### src/rtl/adder_pkg.sv
// Shared defaults and types for the adder datapath and its front-end arbiter.
package adder_pkg;

  localparam int unsigned WidthInDefault  = 8;
  localparam int unsigned WidthOutDefault = WidthInDefault + 1;
  localparam int unsigned CountW          = 16;

  // Occupancy of the one-entry result register.
  typedef enum logic [0:0] {
    StEmpty = 1'b0,
    StFull  = 1'b1
  } state_e;

endpackage

### src/rtl/adder.sv
// Unsigned combinational adder; the sum is zero-extended to the output width.
module adder #(
  parameter int unsigned WIDTH_IN  = adder_pkg::WidthInDefault,
  parameter int unsigned WIDTH_OUT = adder_pkg::WidthOutDefault
) (
  input  logic [WIDTH_IN-1:0]  a_i,
  input  logic [WIDTH_IN-1:0]  b_i,
  output logic [WIDTH_OUT-1:0] sum_o
);

  assign sum_o = WIDTH_OUT'(a_i) + WIDTH_OUT'(b_i);

endmodule

### src/rtl/adder_arbiter.sv
// Round-robin arbiter in front of a single shared adder, with a one-entry
// result register and a saturating count of accepted requests.
module adder_arbiter
  import adder_pkg::*;
#(
  parameter int unsigned WIDTH_IN  = WidthInDefault,
  parameter int unsigned WIDTH_OUT = WidthOutDefault,
  parameter int unsigned NREQ      = 4
) (
  input  logic                      clk,
  input  logic                      reset,
  input  logic [NREQ-1:0]           req_valid,
  input  logic [NREQ*WIDTH_IN-1:0]  req_a,
  input  logic [NREQ*WIDTH_IN-1:0]  req_b,
  output logic [NREQ-1:0]           req_ready,
  output logic                      rsp_valid,
  output logic [WIDTH_OUT-1:0]      rsp_sum,
  output logic [$clog2(NREQ)-1:0]   rsp_id,
  input  logic                      rsp_ready,
  output logic [CountW-1:0]         grant_count
);

  localparam int unsigned IdW      = $clog2(NREQ);
  localparam logic [CountW-1:0] CountMax = '1;

  state_e               state_q, state_d;
  logic [IdW-1:0]       ptr_q, ptr_d;
  logic [WIDTH_OUT-1:0] sum_q, sum_d;
  logic [IdW-1:0]       id_q, id_d;
  logic [CountW-1:0]    cnt_q, cnt_d;

  logic                 gnt_found;
  logic [IdW-1:0]       gnt_idx;
  logic [IdW-1:0]       cand;
  logic                 can_accept;
  logic                 xfer;
  logic [WIDTH_IN-1:0]  sel_a, sel_b;
  logic [WIDTH_OUT-1:0] add_sum;

  // Search upward from ptr_q; IdW-bit wrap gives the modulo since NREQ is 2^IdW.
  always_comb begin
    gnt_found = 1'b0;
    gnt_idx   = '0;
    cand      = '0;
    for (int unsigned k = 0; k < NREQ; k++) begin
      cand = ptr_q + IdW'(k);
      if (!gnt_found && req_valid[cand]) begin
        gnt_found = 1'b1;
        gnt_idx   = cand;
      end
    end
  end

  // Holding reset low also blocks acceptance so nothing is granted during reset.
  assign can_accept = reset && ((state_q == StEmpty) || rsp_ready);
  assign xfer       = gnt_found && can_accept;

  always_comb begin
    req_ready = '0;
    if (xfer) begin
      req_ready[gnt_idx] = 1'b1;
    end
  end

  assign sel_a = req_a[gnt_idx*WIDTH_IN +: WIDTH_IN];
  assign sel_b = req_b[gnt_idx*WIDTH_IN +: WIDTH_IN];

  adder #(
    .WIDTH_IN  (WIDTH_IN),
    .WIDTH_OUT (WIDTH_OUT)
  ) u_adder (
    .a_i   (sel_a),
    .b_i   (sel_b),
    .sum_o (add_sum)
  );

  always_comb begin
    state_d = state_q;
    ptr_d   = ptr_q;
    sum_d   = sum_q;
    id_d    = id_q;
    cnt_d   = cnt_q;
    if (xfer) begin
      state_d = StFull;
      ptr_d   = gnt_idx + IdW'(1);
      sum_d   = add_sum;
      id_d    = gnt_idx;
      if (cnt_q != CountMax) begin
        cnt_d = cnt_q + CountW'(1);
      end
    end else if ((state_q == StFull) && rsp_ready) begin
      state_d = StEmpty;
    end
  end

  always_ff @(posedge clk) begin
    if (!reset) begin
      state_q <= StEmpty;
      ptr_q   <= '0;
      sum_q   <= '0;
      id_q    <= '0;
      cnt_q   <= '0;
    end else begin
      state_q <= state_d;
      ptr_q   <= ptr_d;
      sum_q   <= sum_d;
      id_q    <= id_d;
      cnt_q   <= cnt_d;
    end
  end

  assign rsp_valid   = (state_q == StFull);
  assign rsp_sum     = sum_q;
  assign rsp_id      = id_q;
  assign grant_count = cnt_q;

endmodule
### config.mk
export PLATFORM = sky130hd
export DESIGN_NAME = adder_arbiter
export DESIGN_NICKNAME = d
export VERILOG_FILES = /design/src/rtl/adder_pkg.sv /design/src/rtl/adder.sv /design/src/rtl/adder_arbiter.sv
export SDC_FILE = /design/constraint.sdc
export NUM_CORES = 1
export LEC_CHECK = 0
export CAP_MARGIN = 10
export CORE_ASPECT_RATIO = 0.5
export CORE_MARGIN = 2
export CORE_UTILIZATION = 38
export DETAILED_ROUTE_END_ITERATION = 12
export PLACE_DENSITY = 0.82
export RECOVER_POWER = 100
export SYNTH_ARGS = -nofsm -noshare
export SYNTH_HDL_FRONTEND = slang
export SYNTH_HIERARCHICAL = 1
export SYNTH_SLANG_ARGS = --single-unit
### constraint.sdc
create_clock -name clk -period 3.54 [get_ports clk]
set_clock_uncertainty 0.15 [all_clocks]
set_input_delay 1.062 -clock clk [delete_from_list [all_inputs] [get_ports clk]]
set_output_delay 1.062 -clock clk [all_outputs]
set_load 0.02 [all_outputs]
==> summary.md <==
| Metric | Value |
|---|---|
| Result of the run | finished, violations left |
| Failing checks | negative setup slack |
| Longest Clk Path Bufs | 2 |
| Top cell type by total area after synthesis | sky130_fd_sc_hd__dfxtp_1 |
| Post-route cell area | 0.00407 mm² |
| Standard-cell rows | 19 |
| Switching power | 601 µW |
| Crit. End Element | flip-flop |
| Final period demand of the worst path | 3.59 ns |
| Clock tree from TritonCTS | yes |
| Root buffer selected by CTS | sky130_fd_sc_hd__clkbuf_16 |
| Cts bufs inserted | 5 |
| Aggregate global routing overflow | 0 |
| Series of cell instances along the critical path | buf_8, inv_4, buf_4, buf_4, buf_4, buf_4, buf_4, buf_4, buf_4, buf_4, buf_4, buf_4, buf_4, buf_4, buf_4, buf_4, buf_4, buf_4, buf_4, buf_4, buf_4, a41oi_2 |
| Post-synthesis cell type count | 44 |
| DRC violations left | 0 |
| Overall power of the completed layout | 1740 µW |
| Fraction of synthesis flops using an asynchronous set or reset pin | 0 |
| Unrepaired setup endpoints after global routing | yes |
| Net count, final | 503 |
| Drt via density | 5.40 |
| Worst Setup Slack, final | -0.0540 ns |
| Detail Route Antenna Nets | 0 |
| Syn_area_per_cell | 8.48 µm² |
| Internal cell power | 1140 µW |
| Final-report hold violation count | 0 |
| Via count | 2678 |
| Critical-path cell with the highest stage delay | sky130_fd_sc_hd__buf_4 |
| Later-pin clock latency in the skew report | 0.27 ns |
| Area Overhead vs Synth | 79.0% |
| Fraction of power consumed by sequential logic | 0.239 |
| Power per cell area | 428 mW/mm² |
| Number of antenna violations at the first check in global routing | 0 |
| Peak Freq | 278 MHz |
| Period utilisation layout | 1.02 |
| Core region area | 0.00563 mm² |
| CTS clk-pin slew, worst paths | 0.05 ns |
| Category of the most critical setup path | in -> reg |
| Largest net degree at the start of global routing | 25 |
| Synth warn | 6 |
| Ports placed on the boundary | 103 |
| Category of the worst setup path launch point | input port |
| Clk pwr share | 0.243 |
| Routability congestion estimate from global placement | 0.872 |
| Max Transition Viols Final | 0 |
| Vias in the first global route | 2686 |
| Delay of the slowest cell on the worst path | 0.14 ns |
| Peak supply drop | 0.362 mV |
| Max transition margin | 0.699 |
| Starting utilization of the core area | 0.404 |
| Flip-flop and latch count after synthesis | 30 |
| Xor/xnor cell area share of the yosys netlist | 0.0616 |
| Worst EP arrival | 3.64 ns |
| WP buf/inv | 21 |
| Die H | 58.7 µm |
| Antenna fix cells | 0 |
| Dominant cell type by count on the critical path | sky130_fd_sc_hd__buf_4 |
| Aggregate global-route resource usage | 0.243 |
| Post-synthesis compound-gate area fraction | 0.0853 |
| Combinational family with the most area after synthesis | simple AND/OR/NAND/NOR gates |
| CP delay by family, top | buffers and inverters |
| Required @ worst endpoint | 3.59 ns |
| Area share of the largest cell type after synthesis | 0.264 |
| Number of levels the H-tree was split into | 2 |
| Top cells by area, synth | sky130_fd_sc_hd__dfxtp_1 26%, sky130_fd_sc_hd__mux2i_1 23%, sky130_fd_sc_hd__nand2_1 5.4%, sky130_fd_sc_hd__ha_1 5.0%, sky130_fd_sc_hd__nand3_1 4.2% |
| Half-perimeter wire length after placement | 5320 µm |
| Count of input and output buffers | 102 |
| Proportion of synthesized area in mux cells | 0.229 |
| Fraction of final layout cells with drive strength greater than 1 | 0.251 |
| Synth Area in Adders | 0.0583 |
| Wire length reported by the detailed router | 8370 µm |
| Post-Syn Area | 0.00227 mm² |
| Sequential area share after synthesis | 0.264 |
| Setup-failing EPs final | 2 |
| Combinational group share of total power | 0.517 |
| Total die area | 0.00666 mm² |
| Basic-gate share of the synthesized area counting and, or, nand and nor cells | 0.250 |
| Post-Synthesis Net Count | 349 |
| Count of routing violations after the opening detailed-route iteration | 96 |
| Post-CTS Hold Buffers | 0 |
| Class of the tightest hold or removal check | reg -> reg |
| Largest fanout on the critical path | 4 |
| Top_reg_cell synth | sky130_fd_sc_hd__dfxtp_1 |
| First-pass GRT wire length | 12700 µm |
| Number of enable-type register cells in the synthesized netlist | 0 |
| Die width | 113 µm |
| Standard cell area after detailed placement | 0.00352 mm² |
| Max-capacitance violation count | 0 |
| Count of mapped cells out of synthesis | 268 |
| Leak pwr | 0.00183 µW |
| Slew at the pin closest to its max-slew limit | 0.451 ns |
| Clk sink count | 30 |
| Average routed wire per standard cell | 16.9 µm |
| Share of total power consumed by net switching | 0.344 |
| Number of optimization iterations in the first detailed-route pass | 4 |
[sequential cells by signal (all words and copies together) (netlist names)]
register and count:
grant_count 16, rsp_sum 9, ptr_q 2, rsp_id 2, rsp_valid 1
[metrics by stage]
step	util	hold slack, ns	setup slack, ns	TNS, ns	instances
after floorplan	-	0.324	0.00496	0	268
after global placement	0.625	0.300	-0.730	-6.61	459
after detailed placement	0.625	0.300	-0.786	-7.71	459
after CTS	0.708	0.309	-0.0353	-0.0353	495
after global routing	0.722	0.321	-0.0863	-0.458	496
final	0.722	0.303	-0.0540	-0.0913	496
[what timing repair did]
action	CTS	global route
resized for setup	54	27
buffers inserted	27	1
cloned	1	0
endpoints found under the setup margin	11	10
pin swaps	9	10
hold endpoints to repair	0	0
[synthesized netlist by cell type (all sizes together), types with 3 or more instances]
cell   instances
buf           11
nand4          6
nand2         33
and3           8
xor2           6
dfxtp         30
o21ai          6
nand3         20
nor4           5
ha             9
nor2          17
xnor2         10
inv            7
nor2b          3
a21oi         10
a21o           3
mux2i         52
nor3           9
[metal layers]
| layer | global-route usage | wire (µm) | part of all wire | up-vias |
|---|---|---|---|---|
| li1 | - | - | - | 1279 |
| met1 | 0.254 | 3220 | 0.38 | 1256 |
| met2 | 0.490 | 4460 | 0.53 | 115 |
| met3 | 0.0474 | 355 | 0.042 | 28 |
| met4 | 0.0976 | 341 | 0.041 | 0 |
| met5 | 0 | 0 | 0 | - |
[path summary, 6_finish.rpt]
| path | from | end | slack [ns] | cells after the start |
|---|---|---|---|---|
| min | rsp_sum[3]$_SDFFE_PN0P_ | rsp_sum[3]$_SDFFE_PN0P_ | 0.30 | 2 |
| min reg2reg | rsp_sum[3]$_SDFFE_PN0P_ | rsp_sum[3]$_SDFFE_PN0P_ | 0.30 | 2 |
| max reg2reg | ptr_q[0]$_SDFFE_PN0P_ | rsp_sum[5]$_SDFFE_PN0P_ | 0.44 | 14 |
| max | req_valid[0] | rsp_valid$_SDFFE_PN0P_ | -0.05 | 22 |
[layout make-up]
class                      count  area (µm²)
clock buffer                   6         139
multi-input combinational    218        1690
tap                           73        91.3
timing repair buffer         160        1510
fill                         403        1560
inverter                       7        28.8
clock inverter                 2        12.5
sequential                    30         601
[layout by cell type (no fill, tap or decap), drive strengths merged, types with 2 or more instances in the layout]
master	Yosys	final
nand3	20	20
xor2	6	6
mux2i	52	52
a21oi	10	10
dlygate4sd3	0	12
nor3	9	9
nor2	17	17
and3	8	8
nand4	6	6
o21ai	6	6
ha	9	9
clkdlybuf4s50	0	82
inv	7	7
nand2b	2	2
nor4	5	5
nand2	33	33
clkbuf	2	7
buf	11	65
a21o	3	3
a311o	2	2
dfxtp	30	30
xnor2	10	10
nor2b	3	3
and2	2	2
[cells by family (layout without fill, tap and decap cells)]
| group | count (synthesis) | after routing |
|---|---|---|
| xor gates and xnor gates | 16 | 16 |
| buffers and inverters | 20 | 175 |
| AOI/OAI and AO/OA | 30 | 30 |
| muxes | 52 | 52 |
| DFF | 30 | 30 |
| adders and majority gates | 10 | 10 |
| and+or+nand+nor | 110 | 110 |
[tightest hold or removal path, cell delays in order (launching register included)]
cell	delay, ns
sky130_fd_sc_hd__dfxtp_1	0.30
sky130_fd_sc_hd__nand3_1	0.06
sky130_fd_sc_hd__nand2_1	0.05
[power by group through the flow]
stage / Sequential, µW / Clock [µW] / Combinational (µW)
CTS: 417 / 431 / 854
detailed placement: 421 / 0 / 760
floorplan: 470 / 0 / 380
global route: 422 / 443 / 969
global placement: 423 / 0 / 733
finish: 417 / 424 / 902
Power figures use the tool's default switching activity.
